### src/rtl/bus_pkg.sv
// Shared bus definitions: instruction encodings, arbiter state encodings, watchdog width.
// Latency: n/a (types and constants only).
// Backpressure: n/a.
package bus_pkg;

  typedef enum logic [1:0] {
    INSTR_NOP   = 2'b00,
    INSTR_WRITE = 2'b01,
    INSTR_RSVD  = 2'b10,
    INSTR_READ  = 2'b11
  } instr_t;

  typedef enum logic [1:0] {
    IDLE    = 2'd0,
    BUSY    = 2'd1,
    RELEASE = 2'd2
  } arb_state_t;

  localparam int TO_W = 16;

endpackage

### src/rtl/bus_arbiter_rr_picker.sv
// Round-robin picker: first requester searching upward from last+1, wrapping.
// Latency: combinational.
// Backpressure: none; valid low when no request is pending.
module rr_picker #(
  parameter int NUM_MASTERS = 2,
  parameter int IDX_W       = 1
) (
  input  logic [NUM_MASTERS-1:0] req,
  input  logic [IDX_W-1:0]       last,
  output logic                   valid,
  output logic [IDX_W-1:0]       idx
);

  logic [IDX_W-1:0] cand;

  // Walk from the farthest offset down so the nearest requester after last wins.
  always_comb begin
    valid = 1'b0;
    idx   = '0;
    cand  = '0;
    for (int i = NUM_MASTERS; i >= 1; i--) begin
      cand = IDX_W'((int'(last) + i) % NUM_MASTERS);
      if (req[cand]) begin
        valid = 1'b1;
        idx   = cand;
      end
    end
  end

endmodule

### src/rtl/bus_arbiter.sv
// Round-robin bus arbiter with one-cycle release turnaround and grant watchdog.
// Latency: grant one edge after request is seen; release one edge after done/abort/timeout.
// Backpressure: a master waits with m_req high until granted; grant held until done, abort or timeout.
module bus_arbiter #(
  parameter int NUM_MASTERS = 2,
  parameter int IDX_W       = 1,
  parameter int TIMEOUT     = 1000
) (
  input  logic                   clk,
  input  logic                   reset,
  input  logic [NUM_MASTERS-1:0] m_req,
  input  logic [NUM_MASTERS-1:0] m_done,
  output logic [NUM_MASTERS-1:0] m_grant,
  output logic [IDX_W-1:0]       owner,
  output logic                   bus_busy,
  output logic                   timeout
);

  import bus_pkg::*;

  localparam logic [TO_W-1:0]  TO_LAST   = (TIMEOUT == 0) ? '0 : TO_W'(TIMEOUT - 1);
  localparam logic [IDX_W-1:0] LAST_INIT = IDX_W'(NUM_MASTERS - 1);

  arb_state_t       state;
  logic [TO_W-1:0]  to_cnt;
  logic [IDX_W-1:0] last_owner;
  logic             pick_vld;
  logic [IDX_W-1:0] pick_idx;
  logic             owner_done;
  logic             owner_req;
  logic             wd_hit;

  rr_picker #(
    .NUM_MASTERS (NUM_MASTERS),
    .IDX_W       (IDX_W)
  ) u_picker (
    .req   (m_req),
    .last  (last_owner),
    .valid (pick_vld),
    .idx   (pick_idx)
  );

  // Only the current owner's handshake bits matter; everyone else is ignored.
  assign owner_done = m_done[owner];
  assign owner_req  = m_req[owner];
  assign wd_hit     = (TIMEOUT != 0) && (to_cnt == TO_LAST);

  always_ff @(posedge clk or posedge reset) begin
    if (reset) begin
      state      <= IDLE;
      m_grant    <= '0;
      owner      <= '0;
      bus_busy   <= 1'b0;
      timeout    <= 1'b0;
      to_cnt     <= '0;
      last_owner <= LAST_INIT;
    end else begin
      timeout <= 1'b0;
      case (state)
        IDLE: begin
          if (pick_vld) begin
            state      <= BUSY;
            m_grant    <= NUM_MASTERS'(1) << pick_idx;
            owner      <= pick_idx;
            last_owner <= pick_idx;
            bus_busy   <= 1'b1;
            to_cnt     <= '0;
          end
        end
        BUSY: begin
          // Done and abort outrank the watchdog, so a coinciding timeout is silent.
          if (owner_done || !owner_req) begin
            state    <= RELEASE;
            m_grant  <= '0;
            bus_busy <= 1'b0;
          end else if (wd_hit) begin
            state    <= RELEASE;
            m_grant  <= '0;
            bus_busy <= 1'b0;
            timeout  <= 1'b1;
          end else if ((TIMEOUT != 0) && (to_cnt != TO_LAST)) begin
            to_cnt <= to_cnt + 1'b1;
          end
        end
        RELEASE: begin
          state <= IDLE;
        end
        default: begin
          state    <= IDLE;
          m_grant  <= '0;
          bus_busy <= 1'b0;
        end
      endcase
    end
  end

endmodule

### config.mk
export PLATFORM = sky130hd
export DESIGN_NAME = bus_arbiter
export DESIGN_NICKNAME = d
export VERILOG_FILES = /design/src/rtl/bus_pkg.sv /design/src/rtl/bus_arbiter_rr_picker.sv /design/src/rtl/bus_arbiter.sv
export SDC_FILE = /design/constraint.sdc
export NUM_CORES = 1
export LEC_CHECK = 0
export BUFFER_PORTS_ARGS = -buffer_cell sky130_fd_sc_hd__buf_2
export CORE_MARGIN = 2
export CORE_UTILIZATION = 55
export CTS_BUF_LIST = sky130_fd_sc_hd__clkbuf_2 sky130_fd_sc_hd__clkbuf_4 sky130_fd_sc_hd__clkbuf_8
export CTS_CLUSTER_SIZE = 10
export DETAILED_ROUTE_END_ITERATION = 10
export PLACE_DENSITY_LB_ADDON = 0.12
export REMOVE_ABC_BUFFERS = 1
export SYNTH_ARGS = -nofsm -noshare
export SYNTH_HDL_FRONTEND = slang
export SYNTH_SLANG_ARGS = --single-unit
### constraint.sdc
create_clock -name clk -period 2 [get_ports clk]
set_input_delay 0.1 -clock clk [delete_from_list [all_inputs] [get_ports clk]]
set_output_delay 0.1 -clock clk [all_outputs]
set_load 0.02 [all_outputs]
==> results of run 1 <==
power by group:
group / leakage (nW) / internal [mW] / switching, mW
Sequential: 0.322 / 0.601 / 0.115
Clock: 0.0184 / 0.0917 / 0.149
Combinational: 0.379 / 0.259 / 0.403
Total: 0.720 / 0.951 / 0.667
state kept, by name, indices dropped and copies added, names as in the netlist:
signal      count
bus_busy        1
last_owner      1
to_cnt         16
m_grant         2
owner           1
timeout         1
state           2
how the worst min path moves through the flow:
stage	from	to	slack (ns)
floorplan	reset	bus_busy	0.11
global placement	reset	to_cnt[7]	0.13
detailed placement	reset	to_cnt[7]	0.14
CTS	m_req[0]	last_owner	0.002
global route	m_req[0]	last_owner	0.02
finish	m_req[0]	last_owner	0.01
timing repair:
action	CTS	global route
pin swaps	0	4
setup endpoints to repair	11	11
endpoints found under the hold margin	11	0
setup buffers	0	2
hold buffers	1	0
gates resized for setup	2	10
cells by family after synthesis:
| group | count (synthesis) | synth area share, % |
|---|---|---|
| fa+ha+maj | 1 | 0.942 |
| buf+inv | 11 | 3.77 |
| simple gates | 61 | 26.6 |
| compound gates | 35 | 18.9 |
| flops | 24 | 45.3 |
| mux | 6 | 4.52 |
per-layer routing:
layer	global-route usage [%]	vias to the layer above	share of wire [%]	routed length (um)
li1	-	606	-	-
met1	39.3	620	45	1570
met2	42.3	48	48	1680
met3	2.82	10	4.4	153
met4	14.5	0	2.5	89
met5	0	-	0	0
through the flow:
step	setup TNS [ns]	instance area, um^2
finish	0	1680
global route	-0.0478	1680
CTS	0	1610
detailed placement	-0.390	1560
global placement	-0.00434	1560
floorplan	0	1310
cells in the mapped netlist, types with 2 or more instances:
master / instances / area, um^2
sky130_fd_sc_hd__nand3b_1: 2 / 15.0
sky130_fd_sc_hd__o211ai_1: 5 / 37.5
sky130_fd_sc_hd__nand2_1: 15 / 56.3
sky130_fd_sc_hd__dfrtp_1: 23 / 576
sky130_fd_sc_hd__o31a_1: 2 / 17.5
sky130_fd_sc_hd__nand3_1: 11 / 55.1
sky130_fd_sc_hd__and4_1: 2 / 17.5
sky130_fd_sc_hd__o21ai_0: 2 / 10.0
sky130_fd_sc_hd__nand4_1: 4 / 25.0
sky130_fd_sc_hd__inv_1: 9 / 33.8
sky130_fd_sc_hd__nor4_1: 3 / 18.8
sky130_fd_sc_hd__nor3_1: 4 / 20.0
sky130_fd_sc_hd__nand2b_1: 2 / 12.5
sky130_fd_sc_hd__o31ai_1: 3 / 22.5
sky130_fd_sc_hd__nor2_1: 5 / 18.8
sky130_fd_sc_hd__or4_1: 5 / 37.5
sky130_fd_sc_hd__mux2i_1: 6 / 60.1
sky130_fd_sc_hd__a31oi_1: 6 / 37.5
sky130_fd_sc_hd__a21oi_1: 9 / 45.0
final cells by class:
class / count / area (um^2)
Inverter: 9 / 33.8
Sequential cell: 24 / 602
Tap cell: 28 / 35.0
Clock buffer: 4 / 30.0
Timing Repair Buffer: 35 / 248
Fill cell: 175 / 578
Multi-Input combinational cell: 103 / 728
worst reg2reg max path, stage by stage (launching register included):
cell,delay [ns]
sky130_fd_sc_hd__dfrtp_1,0.41
sky130_fd_sc_hd__or4_4,0.55
sky130_fd_sc_hd__or4_4,0.64
sky130_fd_sc_hd__a31oi_2,0.22
sky130_fd_sc_hd__a21oi_1,0.06
==> metrics, run 1 <==
Iter 0 DRT Violations=41; path category of the worst min-delay check=in2reg; GRT overflow=0; start of the worst register-to-register path=to_cnt[4]; max-slew violation count=0; final total power=1.62 mW; vertical extent of the die=53.1 um; clk_lat worst skew=0.32 ns; category of the most critical setup path=reg2reg; number of enable flip-flop cells after synthesis=0; total half-perimeter wirelength after legalization and detailed placement=2.39 mm; most frequent standard cell in the layout excluding fill and tap cells=sky130_fd_sc_hd__dfrtp_1; TritonCTS sink count=24; register bit count reported by yosys=24; Cells on Worst Hold Path=2; global router's overall resource usage=27.9%; I/O pin count=11; pre-CTS setup slack=-0.0614 ns; number of failing hold endpoints at the final stage=0; post-synthesis area per instance=9.62 um^2; Worst Path Max Fanout=8; number of nets with antenna violations after routing=0; iteration count of the initial detailed-routing pass=4; ys async rst share=100%; worst stage delay on the critical path=0.64 ns; via count of the first global-routing pass=1197; detail-routed via count per cell=around 6.3; Final Setup Violations=0; via total after detailed routing=1284; clock tree skew after final layout=around 0.012 ns; number of buffer and inverter stages on the critical path=0; family with the most delay on the worst path=simple AND/OR/NAND/NOR gates; Worst Slack Setup Final=0.0106 ns; Worst path depth=4; Post-route DRC=0; share of the cycle needed by the critical path after routing=99.5%; data required time at the worst endpoint=2.20 ns; post-layout minimum cycle time=1.99 ns; routability congestion estimate=between 0.8 and 0.9; detailed-route wire length=3.49 mm; port buffer count=10; worst rel slew slack=50.1%; utilization after layout=74.4%; Crit path arrival time=2.19 ns; final std cells w/o fill=203; Cells after Synth=138; Critical path origin=to_cnt[4]; category of the worst setup path capture point=register; power density over the cells=~970 nW/um^2; Least-Margin Pin Slew=~0.74 ns; width of the die=between 50 and 60 um; initial antenna violation count=0; max-cap check violation count=0; WHS=0.00986 ns; cts bufs inserted=3; clock tree from TritonCTS=yes; Max Buffers Root-to-Sink=2; most frequent cells in the layout=sky130_fd_sc_hd__dfrtp_1 (23), sky130_fd_sc_hd__buf_4 (22), sky130_fd_sc_hd__nand2_1 (15), sky130_fd_sc_hd__nand3_1 (11), sky130_fd_sc_hd__buf_2 (10); pin count of the biggest net entering global routing=14; VDD IR max=about 0.0009 V; Worst Reg2Reg Path Length in Cells=4; number of warnings reported in the yosys synthesis log=0; setup repair after global routing missed its margin=true; leakage power summed over all cells=0.720 nW; routed wirelength normalized by instance count=approximately 17 um; sequential share of the synthesized area=45.3%; achievable frequency=0.503 GHz; signed area change from the synthesized netlist to the final layout=26.3%; leading register cell type out of synthesis=sky130_fd_sc_hd__dfrtp_1; clock slew seen by the registers of the worst setup and hold paths=0.12 ns; antenna fix cells=0; cell with the largest stage delay on the worst path=sky130_fd_sc_hd__or4_4; initial standard-cell utilization of the core=58.9%; crit path cell chain=or4_4, or4_4, a31oi_2, a21oi_1; Rows=17; CTS H-tree depth=1; Die Area=2820 um^2; Setup crit start kind=register; Cell variety after synth=39; worst reg-to-reg setup slack=0.01 ns; global-route wire length before repair=5.60 mm; most frequent cell on the critical path=sky130_fd_sc_hd__or4_4; NumNets Final=183; clock root buffer master=sky130_fd_sc_hd__clkbuf_4; Mapped Area=1330 um^2; area inside the core boundary=2250 um^2; placed cell count=approximately 200; status=finished clean; endpoint of the worst setup timing path=to_cnt[2]; share of layout cells above drive strength 1=between 20 and 30%; terminus of the critical flop-to-flop path=to_cnt[2]
(Power assumes the default switching activity.)
==> inputs of run 2 (changes only) <==
--- a/config.mk
+++ b/config.mk
@@ -15,4 +15,5 @@
 export REMOVE_ABC_BUFFERS = 1
 export SYNTH_ARGS = -nofsm -noshare
 export SYNTH_HDL_FRONTEND = slang
+export SYNTH_HIERARCHICAL = 1
 export SYNTH_SLANG_ARGS = --single-unit
==> run 2 against run 1 <==
Utilization shrank 3.8 points; first-iteration DRC count shrank 34%; synthesized cell count shrank 3.6%; worst hold slack gained 0.13 ns; synthesized area shrank 1.6%; clock skew grew 0.0010 ns; combinational power shrank 21%; critical path depth grew 1; clock power grew 48%; critical endpoint is now to_cnt[3]; largest power group unchanged; highest routed layer unchanged.
==> metrics, run 2 <==
status=finished clean; sequential share of the synthesized area=46.1% (+0.74 points); Crit path arrival time=2.20 ns (about the same); number of nets with antenna violations after routing=0 (unchanged); data required time at the worst endpoint=2.20 ns (about the same); relative contribution of combinational cells to total power=34.3% (-6.6 points); detail-routed via count per cell=6.14 (-3.0%); largest registers ranked by flip-flop count=to_cnt (16), m_grant (2), state (2); Max Buffers Root-to-Sink=2 (unchanged); via count of the first global-routing pass=1111 (-7.2%); share of Yosys cell area claimed by the top area cell type=44.1% (+0.71 points); cts bufs inserted=3 (unchanged); dominant cells by area after synthesis=sky130_fd_sc_hd__dfrtp_1 (44%), sky130_fd_sc_hd__mux2i_1 (6.1%), sky130_fd_sc_hd__nand4_1 (3.8%); achievable frequency=0.501 GHz (-0.26%); port buffer count=10 (unchanged); post-place instance area=1480 um^2 (-5.1%); post-synthesis area per instance=9.82 um^2 (+2.1%); setup repair after global routing missed its margin=true; signed area change from the synthesized netlist to the final layout=20.7%; share of the cycle needed by the critical path after routing=99.7% (+0.26 points); TritonCTS sink count=24 (unchanged); most instantiated library cell after synthesis=sky130_fd_sc_hd__dfrtp_1; net switching power=544 uW (-18%); category of the most critical setup path=reg2reg; post-synthesis mux area share=7.85% (+3.3 points); initial antenna violation count=0 (unchanged); fraction of synthesized cell area in xor and xnor cells=0.670% (+0.67 points); fin area=1580 um^2 (-6.0%); Die Area=2780 um^2 (-1.5%); post-layout minimum cycle time=1.99 ns (+0.00516 ns); leading register cell type out of synthesis=sky130_fd_sc_hd__dfrtp_1; CTS H-tree depth=1 (unchanged); pin count of the biggest net entering global routing=19 (+5); detailed-route wire length=3.13 mm (-10%); clock slew seen by the registers of the worst setup and hold paths=0.14 ns (+0.02 ns); WHS=0.140 ns (+0.130 ns); Post-route DRC=0 (unchanged); I/O pin count=11 (unchanged); Worst Path Max Fanout=9 (+1); Mapped Area=1310 um^2 (-1.6%); iteration count of the initial detailed-routing pass=4 (unchanged); simple-gate area share of the yosys netlist=23.4% (-3.2 points); ys async rst share=100% (unchanged); flip-flop count of the largest register, all copies and words added=16 (unchanged); width of the die=52.7 um (-0.74%); Sw Ratio=35.7% (-5.5 points); Setup crit start kind=register; via total after detailed routing=1160 (-9.7%); top cell types by occurrence after synthesis=sky130_fd_sc_hd__dfrtp_1 (23), sky130_fd_sc_hd__nand2_1 (11), sky130_fd_sc_hd__nand3_1 (9), sky130_fd_sc_hd__mux2i_1 (8), sky130_fd_sc_hd__nand4_1 (8); VDD IR max=0.000662 V (-26%); sequential share of power=42.3% (-1.9 points); initial standard-cell utilization of the core=58.5% (-0.39 points); max-cap check violation count=0 (unchanged); clock tree from TritonCTS=yes; Rows=17 (unchanged); share of power burned in the clock network=23.4% (+8.5 points); Synth Area in Adders=0.958% (+0.015 points); number of enable flip-flop cells after synthesis=0 (unchanged); most flop-heavy register=to_cnt; NumNets Final=169 (-7.7%); pre-CTS setup slack=-0.0808 ns (-0.0195 ns); global router's overall resource usage=26.2% (-1.7 points); dominant combinational cell family by area after synthesis=simple AND/OR/NAND/NOR gates; category of the worst setup path capture point=register; Compound-Gate Fraction of Synth Area=16.5% (-2.4 points); area leader, netlist=sky130_fd_sc_hd__dfrtp_1; GRT overflow=0 (unchanged); register bit count reported by yosys=24 (unchanged); number of failing hold endpoints at the final stage=0 (unchanged); total half-perimeter wirelength after legalization and detailed placement=2.20 mm (-7.9%); routability congestion estimate=0.830 (-1.7%); final total power=1.52 mW (-5.9%); cell-internal power=978 uW (+2.9%); antenna fix cells=0 (unchanged); worst rel slew slack=64.4% (+14 points); Worst Slack Setup Final=0.00541 ns (-0.00516 ns); most frequent standard cell in the layout excluding fill and tap cells=sky130_fd_sc_hd__dfrtp_1; Least-Margin Pin Slew=0.534 ns (-0.210 ns); clk_lat worst skew=0.33 ns (about the same); number of warnings reported in the yosys synthesis log=6 (+6); Cells after Synth=133 (-3.6%); Cell variety after synth=40 (+2.6%); leakage power summed over all cells=0.730 nW (+1.5%); clock root buffer master=sky130_fd_sc_hd__clkbuf_4; global-route wire length before repair=5.21 mm (-7.0%); vertical extent of the die=52.7 um (-0.74%); share of layout cells above drive strength 1=27.3% (-2.4 points); most frequent cells in the layout=sky130_fd_sc_hd__dfrtp_1 (23), sky130_fd_sc_hd__buf_4 (16), sky130_fd_sc_hd__nand2_1 (10), sky130_fd_sc_hd__buf_2 (10), sky130_fd_sc_hd__nand3_1 (9); power density over the cells=966 nW/um^2 (about the same); utilization after layout=70.6% (-3.8 points); area inside the core boundary=2230 um^2 (-0.94%); Iter 0 DRT Violations=27 (-34%); routed wirelength normalized by instance count=16.6 um (-3.6%); max-slew violation count=0 (unchanged); clock tree skew after final layout=0.0133 ns (+0.00100 ns); path category of the worst min-delay check=in2reg; Final Setup Violations=0 (unchanged)
## run 2: layout make-up
type	count	area, um^2
Multi-Input combinational cell	98	662
Clock buffer	3	22.5
Clock inverter	1	30.0
Tap cell	28	35.0
Timing Repair Buffer	29	203
Inverter	6	22.5
Sequential cell	24	602
Fill cell	182	657
## run 2: cell families after synthesis
| group | count (synthesis) |
|---|---|
| AO/OA/AOI/OAI | 31 |
| flip-flops | 24 |
| adder cells (fa/ha/maj) | 1 |
| buffers and inverters | 11 |
| XOR/XNOR | 1 |
| multiplexers | 10 |
| AND/OR/NAND/NOR | 55 |
## run 2: layer usage
metal	up-vias	wire [um]	GRT usage [%]
met1	563	1350	33.2
met5	-	0	0
met2	35	1570	43.3
met3	10	144	4.00
met4	0	66	12.4
li1	552	-	-
## run 2: path summary, 6_finish.rpt
path / from / end / slack (ns) / cells after the start
max: to_cnt[4] / to_cnt[3] / 0.005 / 5
min: m_req[1] / state[1] / 0.14 / 4
min reg2reg: to_cnt[9] / to_cnt[9] / 0.52 / 1
max reg2reg: to_cnt[4] / to_cnt[3] / 0.005 / 5
min in group asynchronous: reset / to_cnt[6] / 0.21 / 3
max in group asynchronous: reset / last_owner / 1.20 / 4
## run 2: power by group through the flow
stage / registers, mW / clock network, mW / logic, mW
floorplan: 0.705 / 0 / 0.250
global placement: 0.650 / 0 / 0.502
detailed placement: 0.654 / 0 / 0.514
CTS: 0.644 / 0.358 / 0.515
global route: 0.655 / 0.384 / 0.576
finish: 0.645 / 0.356 / 0.522
## run 2: stage by stage
| step | setup TNS (ns) | instances |
|---|---|---|
| floorplan | -1.74 | 128 |
| global placement | 0 | 183 |
| detailed placement | -0.384 | 183 |
| CTS | 0 | 188 |
| global route | -0.112 | 189 |
| finish | 0 | 189 |
## run 2: critical path, cell delays in order (launching register included)
cell and delay (ns):
sky130_fd_sc_hd__dfrtp_1 0.41, sky130_fd_sc_hd__or4_4 0.55, sky130_fd_sc_hd__or4_4 0.46, sky130_fd_sc_hd__buf_6 0.16, sky130_fd_sc_hd__a32oi_2 0.19, sky130_fd_sc_hd__o21ai_1 0.09
## run 2: what timing repair did
item,in CTS,in global routing
pin swaps,1,0
hold buffers,1,0
endpoints found under the hold margin,6,0
gates resized for setup,5,2
endpoints found under the setup margin,13,7
gates cloned,0,0
buffers inserted,0,1
